File: src/rtl/hamming_stream_encoder.sv
// Streaming Hamming SEC encoder with a 2-entry output FIFO and delivered-word counter.
// Define HAMMING_SECDED_EN to append an overall even-parity bit (SECDED codeword).
module hamming_stream_encoder #(
  parameter int DATA_W = 7,
  parameter int CNT_W  = 16,
  localparam int PAR_W = (DATA_W <= 1)  ? 2 :
                         (DATA_W <= 4)  ? 3 :
                         (DATA_W <= 11) ? 4 :
                         (DATA_W <= 26) ? 5 :
                         (DATA_W <= 57) ? 6 : 7,
  localparam int HAM_W = DATA_W + PAR_W,
`ifdef HAMMING_SECDED_EN
  localparam int CODE_W = HAM_W + 1
`else
  localparam int CODE_W = HAM_W
`endif
) (
  input  logic              clk,
  input  logic              rst,
  input  logic              in_valid,
  output logic              in_ready,
  input  logic [DATA_W:1]   data,
  output logic              out_valid,
  input  logic              out_ready,
  output logic [CODE_W:1]   encoded,
  output logic [CNT_W-1:0]  word_count
);

  function automatic logic [CODE_W:1] encode(input logic [DATA_W:1] d);
    logic [CODE_W:1] cw;
    int unsigned     di;
    logic            p;
    cw = '0;
    di = 1;
    for (int unsigned pos = 1; pos <= HAM_W; pos++) begin
      if ((pos & (pos - 1)) != 0) begin
        cw[pos] = d[di];
        di++;
      end
    end
    // Parity at 2^k covers every data position whose index has bit k set.
    for (int unsigned k = 0; k < PAR_W; k++) begin
      p = 1'b0;
      for (int unsigned pos = 3; pos <= HAM_W; pos++) begin
        if (((pos & (pos - 1)) != 0) && (((pos >> k) & 1) != 0))
          p = p ^ cw[pos];
      end
      cw[1 << k] = p;
    end
`ifdef HAMMING_SECDED_EN
    cw[CODE_W] = ^cw[HAM_W:1];
`endif
    return cw;
  endfunction

  logic [CODE_W:1]  slot [2];
  logic             wr_ptr;
  logic             rd_ptr;
  logic [1:0]       count;
  logic [CNT_W-1:0] wc;
  logic             push;
  logic             pop;

  assign in_ready   = !rst && (count != 2'd2);
  assign out_valid  = (count != 2'd0);
  assign encoded    = slot[rd_ptr];
  assign word_count = wc;
  assign push       = in_valid && in_ready;
  assign pop        = out_valid && out_ready;

  always_ff @(posedge clk) begin
    if (rst) begin
      slot[0] <= '0;
      slot[1] <= '0;
      wr_ptr  <= 1'b0;
      rd_ptr  <= 1'b0;
      count   <= 2'd0;
      wc      <= '0;
    end else begin
      if (push) begin
        slot[wr_ptr] <= encode(data);
        wr_ptr       <= ~wr_ptr;
      end
      if (pop) begin
        rd_ptr <= ~rd_ptr;
        wc     <= wc + 1'b1;
      end
      count <= count + {1'b0, push} - {1'b0, pop};
    end
  end

endmodule

File: config.mk
export PLATFORM = sky130hd
export DESIGN_NAME = hamming_stream_encoder
export DESIGN_NICKNAME = d
export VERILOG_FILES = /design/src/rtl/hamming_stream_encoder.sv
export SDC_FILE = /design/constraint.sdc
export NUM_CORES = 1
export LEC_CHECK = 0
export ABC_AREA = 1
export CAP_MARGIN = 25
export CORE_MARGIN = 1
export CORE_UTILIZATION = 40
export CTS_CLUSTER_DIAMETER = 80
export DETAILED_ROUTE_END_ITERATION = 6
export RECOVER_POWER = 100
export SLEW_MARGIN = 20
export SYNTH_ARGS = -nofsm -noshare
export SYNTH_HDL_FRONTEND = slang
export SYNTH_SLANG_ARGS = --single-unit
File: constraint.sdc
create_clock -name clk -period 3.2 [get_ports clk]
set_clock_uncertainty 0.2 [all_clocks]
set_input_delay 0.48 -clock clk [delete_from_list [all_inputs] [get_ports clk]]
set_output_delay 0.48 -clock clk [all_outputs]
set_load 0.1 [all_outputs]
Yosys cells after proc, flatten, opt, wreduce, memory -nomap -nowiden

Memories as Yosys holds them, arrays and structs flattened. A register that Yosys moved wholly into a read port is not among the register bits.
Cells that the tools add are included.

Input bits: 11
RAM bits: 22
Memory bits (read-only): 0
Bits in latches: 0
Register bits: 20
Memories kept: 1
Output and inout port bits: 29
Logic and storage cells: 118

Multipliers: 0
Magnitude comparators: 6
Eq/ne operators: 1
Div/mod/pow operators: 0
Mux-type cells: 78
Bitwise operators: 14
Shift operators: 0
Add/sub/neg operators: 8
Reductions and logical operators: 6

Memory list:

| memory | words | width | read ports | clocked after Yosys merged registers in | write ports | line | text |
|---|---|---|---|---|---|---|---|
| slot   | 2     | 11    | 1          | 1                                       | 2           | 56   | `logic [CODE_W:1] slot [2];` |

Operators with widths:

| operator                                                                      | count |
|---|---|
| 32-bit 2-to-1 mux                                                             | 12 |
| 32-bit by 4-bit less-than comparator with 1-bit output, second input constant | 6 |
| 32-bit by 1-bit adder with 32-bit output, second input constant               | 5 |
| 1-bit 2-to-1 mux                                                              | 59 |
| 1-bit binary-select mux with 3-bit select                                     | 6 |
| 16-bit by 1-bit adder with 16-bit output, second input constant               | 1 |
| 1-bit XOR                                                                     | 12 |
| 11-bit 2-to-1 mux                                                             | 1 |
| 11-bit OR reduction                                                           | 1 |
| 1-bit logical AND                                                             | 3 |
| 2-bit by 1-bit adder with 2-bit output                                        | 1 |
| 2-bit inequality test, second input constant                                  | 1 |
| 1-bit inverter                                                                | 2 |
| 2-bit nonzero test                                                            | 1 |
| 2-bit by 1-bit subtractor with 2-bit output                                   | 1 |
| 1-bit zero test                                                               | 1 |

Depth between registers and ports, before layout

Depth after elaboration: 28
Depth in mapped cells: 9
Depth with buffers taken out: 9

Worst setup path after synthesis

OpenSTA, ideal clock, no wires.

Kind: register to register
Start point: register count[0]
End point: register count[1]
Slack: 508 ps
Arrival time: 2371 ps
Stages on the path, launching flop included: 10
Path buffers: 0
Data required time: 2879 ps
Period minus slack after synthesis: 2692 ps
Setup time: 121 ps
Cell sequence: dfxtp_1 -> inv_2 -> a21oi_2 -> nand2_2 -> ha_1 -> inv_1 -> ha_1 -> xnor2_1 -> o21ai_0 -> a21oi_1

Word-level cells in the longest chain between the ends: 5
Elaborated cells between the ends (all ways): 7
Those cells by class: 2 x add/sub; 1 x eq/ne; 4 x reduce/logical

Ends and longest elaborated chain:

| what                                        | line | text |
|---|---|---|
| start: declaration                          | 59   | `logic [1:0] count;` |
| start signal: assignment                    | 88   | `count <= count + {1'b0, push} - {1'b0, pop};` |
| 2-bit inequality test                       | 64   | `assign in_ready = !rst && (count != 2'd2);` |
| 1-bit logical AND                           | 64   |  |
| named net in_ready                          | 21   | `output logic in_ready,` |
| 1-bit logical AND                           | 68   | `assign push = in_valid && in_ready;` |
| 2-bit by 1-bit adder with 2-bit output      | 88   |  |
| 2-bit by 1-bit subtractor with 2-bit output | 88   |  |

The timed path passes the listed nets, and every way through them passes these cells.
A chain may end at the register's enable or synchronous reset.

Worst setup path in the final report

Start point: input port out_ready
End point: register count[1]

Word-level cells in the longest chain between the ends: 2

Ends and longest elaborated chain:

| what                                        | line | text |
|---|---|---|
| start: declaration                          | 24   | `input logic out_ready,` |
| 1-bit logical AND                           | 69   | `assign pop = out_valid && out_ready;` |
| named net pop                               | 62   | `logic pop;` |
| 2-bit by 1-bit subtractor with 2-bit output | 88   |  |

The timed path passes the listed nets, and every way through them passes these cells.

==> key figures <==
Global route
  • Initial antenna violation count: 0
  • First-pass GRT wire length: approximately 6900 um
  • Largest net degree at the start of global routing: 19
  • Number of global-route vias before repair: 1541
  • Total grt overflow: 0
  • GRT Util Overall: 16.91%

Synth
  • Top_reg_cell synth: edfxtp_1
  • Syn Std Cell Area: approximately 0.0021 sq mm
  • Yosys top cell by area: edfxtp_1
  • Synth async-reset ratio: 0%
  • Post-synthesis cell count: between 200 and 250
  • Synth area leaders: edfxtp_1 31%, dfxtp_1 20%, nor2_1 8.2%, nand2_1 6.4%, mux2_2 5.9%
  • Ys Warns: 0
  • Sequential share of the synthesized area: just over 50%
  • Seq cells post-synth: 43
  • Post-synthesis cell type count: 27
  • Total nets after synthesis: ~250
  • Top cells by count, synth: 46 x nor2_1, 36 x nand2_1, 23 x inv_1
  • Post-Syn Area per Cell: between 9 and 10 sq um
  • Count leader, synth: nor2_1
  • Number of synthesized flops with an enable pin: 22
  • Synth top area share: 31.37%

Floorplanning
  • Core area: about 0.0051 sq mm
  • Die area: 0.005558 sq mm
  • Num ports: 40
  • Num rows: 26
  • Starting Density: 41.49%
  • Die W: between 70 and 80 um
  • Chip Height: 74.56 um

Power
  • Leak Pwr: 0.0009660 uW
  • PwrDens: around 730 mW/mm^2
  • Peak VDD IR: roughly 0.42 mV

Final layout
  • Sequential Area: approximately 0.0011 sq mm
  • Nets: approximately 290
  • Layout fillers: 544
  • Area of the multi-input gates: 832.0 sq um
  • Ant. Diodes: 0
  • Share of layout cells above drive strength 1: approximately 15%
  • Synth-to-layout area growth: 15.27%
  • Fin util: a little under half

Worst setup path
  • Crit path top cell by count: ha_1
  • CP Buf/Inv Count: 3
  • Crit path kind: input port to register
  • Worst EP required: around 3.2 ns
  • R2R depth: 6
  • Critical path peak fanout: 9
  • CP startpoint kind: input port
  • Slowest stage cell, crit path: dlygate4sd3_1
  • Crit path capture type: register
  • Cell-by-cell trace of the critical path: dlygate4sd3_1 -> clkinv_1 -> nor2_1 -> ha_1 -> inv_1 -> ha_1 -> xnor2_1 -> o21ai_0 -> a21oi_1
  • Cell family contributing the most delay on the critical path: buffers and inverters
  • CP Data Arrival Time: 2.56 ns
  • CP max stage delay: between 0.5 and 0.6 ns
  • Crit path depth: 9

Clock network
  • Post-CTS Setup Bufs: 0
  • Clock Pin Slew Worst Setup and Hold Paths: 0.08 ns
  • Latest clock arrival within the worst-skew pair: ~0.30 ns
  • CTS Hold Bufs: 0
  • Cts repair resizes: 0
  • CTS H-tree depth: 2
  • CTS tree: yes
  • Clock Sinks: between 40 and 50
  • CTS max path bufs: 2
  • CTS buffer count: 5
  • Clock root cell: clkbuf_8

Job
  • MaxCap Viol Count: 0

Detailed routing
  • DR pass1 iterations: 4
  • Total Routed Length: between 4000 and 5000 um
  • Post-DR vias/cell: 4.600
  • Post-route DRC: 0
  • Detail Route Antenna Nets: 0
  • Wire length per cell: 11.92 um
  • Via count: between 1.5k and 2k
  • 1st-iter DRT viols: 95

STA
  • Final Hold Viols: 0
  • Final setup TNS: 0 ns
  • Least-Margin Pin Slew: around 1.2 ns
  • Final setup vio count: 0
  • Fin crit period: 2.527 ns
  • Max-slew violation count: 0
  • Crit share post-route: a little under 80%
  • RSZ-0062 raised after global routing: no
  • Slew margin rel.: ~23%
  • Max Fclk: a little under 0.4 GHz

Placement
  • Gp weighted congestion: 0.7755
  • Detailed Place HPWL: 3017 um
  • Input/output buffers: 39

Hold path
  • Cell count of the worst hold path: 1
  • Worst Hold Class: register to register

Outcome
  • Status: completed
-- layer usage --
metal / global-route usage, % / part of all wire, % / up-vias
met5: 0 / 0 / -
met4: 7.547 / 1.9 / 0
met3: 4.472 / 5.2 / 7
met2: 27.83 / 45 / 37
met1: 20.80 / 48 / 710
li1: - / - / 833
-- cells by family (layout without fill, tap and decap cells) --
kind of cell | Yosys count | in the layout | synth area share [%]
adder cells (fa/ha/maj) | 3 | 3 | 1.783
XOR/XNOR | 9 | 9 | 3.743
flip-flops | 43 | 43 | 51.34
multiplexers | 11 | 11 | 5.882
AND/OR/NAND/NOR | 112 | 112 | 25.13
buffers and inverters | 32 | 75 | 6.536
AO/OA/AOI/OAI | 22 | 22 | 5.586
-- metrics by stage --
step	total power (uW)	hold WS (ns)	setup WS (ns)	cell area [sq um]	std cells
after floorplan	1352	0.2256	0.5084	2106	232
after global placement	1494	0.2375	0.7272	2479	337
after detailed placement	1500	0.2490	0.7064	2479	337
after CTS	1862	0.2637	0.8776	2571	345
after global routing	1858	0.2770	0.4616	2427	345
final	1782	0.2681	0.6730	2427	345
-- report_power, final --
part | internal (uW) | switching [uW] | leakage [uW]
clock network | 156 | 205 | 0.0000408
registers | 645 | 53.7 | 0.000400
logic | 142 | 580 | 0.000525
total | 944 | 839 | 0.000966
-- cell type report --
type / count / share of cell area [%]
Clock buffer: 5 / 2.835
Multi-Input combinational cell: 157 / 34.28
Sequential cell: 43 / 44.54
Clock inverter: 3 / 0.9794
Tap cell: 70 / 3.608
Timing Repair Buffer: 39 / 9.433
Inverter: 28 / 4.330
-- path summary, 6_finish.rpt --
kind | startpoint | endpoint | slack, ns
setup reg to reg | count[0] | slot[0][2] | 1.02
hold / removal | rd_ptr | rd_ptr | 0.27
setup / recovery | out_ready | count[1] | 0.67
hold reg to reg | rd_ptr | rd_ptr | 0.27
-- worst reg2reg max path: cells and delay by family, from the launching register on --
family	cells	cell delay [ns]
simple gates	3	0.84
flops	1	0.43
compound gates	1	0.22
buf+inv	2	0.14
-- flip-flops by register name (all words and copies together) (netlist names), named ones only --
| signal | flops |
|---|---|
| word_count | 16 |
| slot | 22 |
| count | 2 |
| rd_ptr | 1 |
| wr_ptr | 1 |
-- cell usage in the layout (no fill, tap or decap), types with 2 or more instances in the layout --
| cell type | instances |
|---|---|
| clkbuf_8 | 5 |
| xnor2_1 | 5 |
| ha_1 | 3 |
| nand2_2 | 3 |
| clkdlybuf4s50_1 | 8 |
| mux2_2 | 11 |
| nor2_1 | 50 |
| nand4_1 | 3 |
| nand2_1 | 38 |
| nand3_1 | 9 |
| nor3_1 | 3 |
| xor2_1 | 4 |
| buf_4 | 2 |
| clkinvlp_4 | 2 |
| clkbuf_1 | 17 |
| dfxtp_1 | 21 |
| inv_1 | 24 |
| edfxtp_1 | 22 |
| dlygate4sd3_1 | 2 |
| clkbuf_2 | 10 |
| a21oi_1 | 13 |
| o21ai_0 | 9 |
| inv_2 | 3 |
Power figures use the tool's default switching activity.
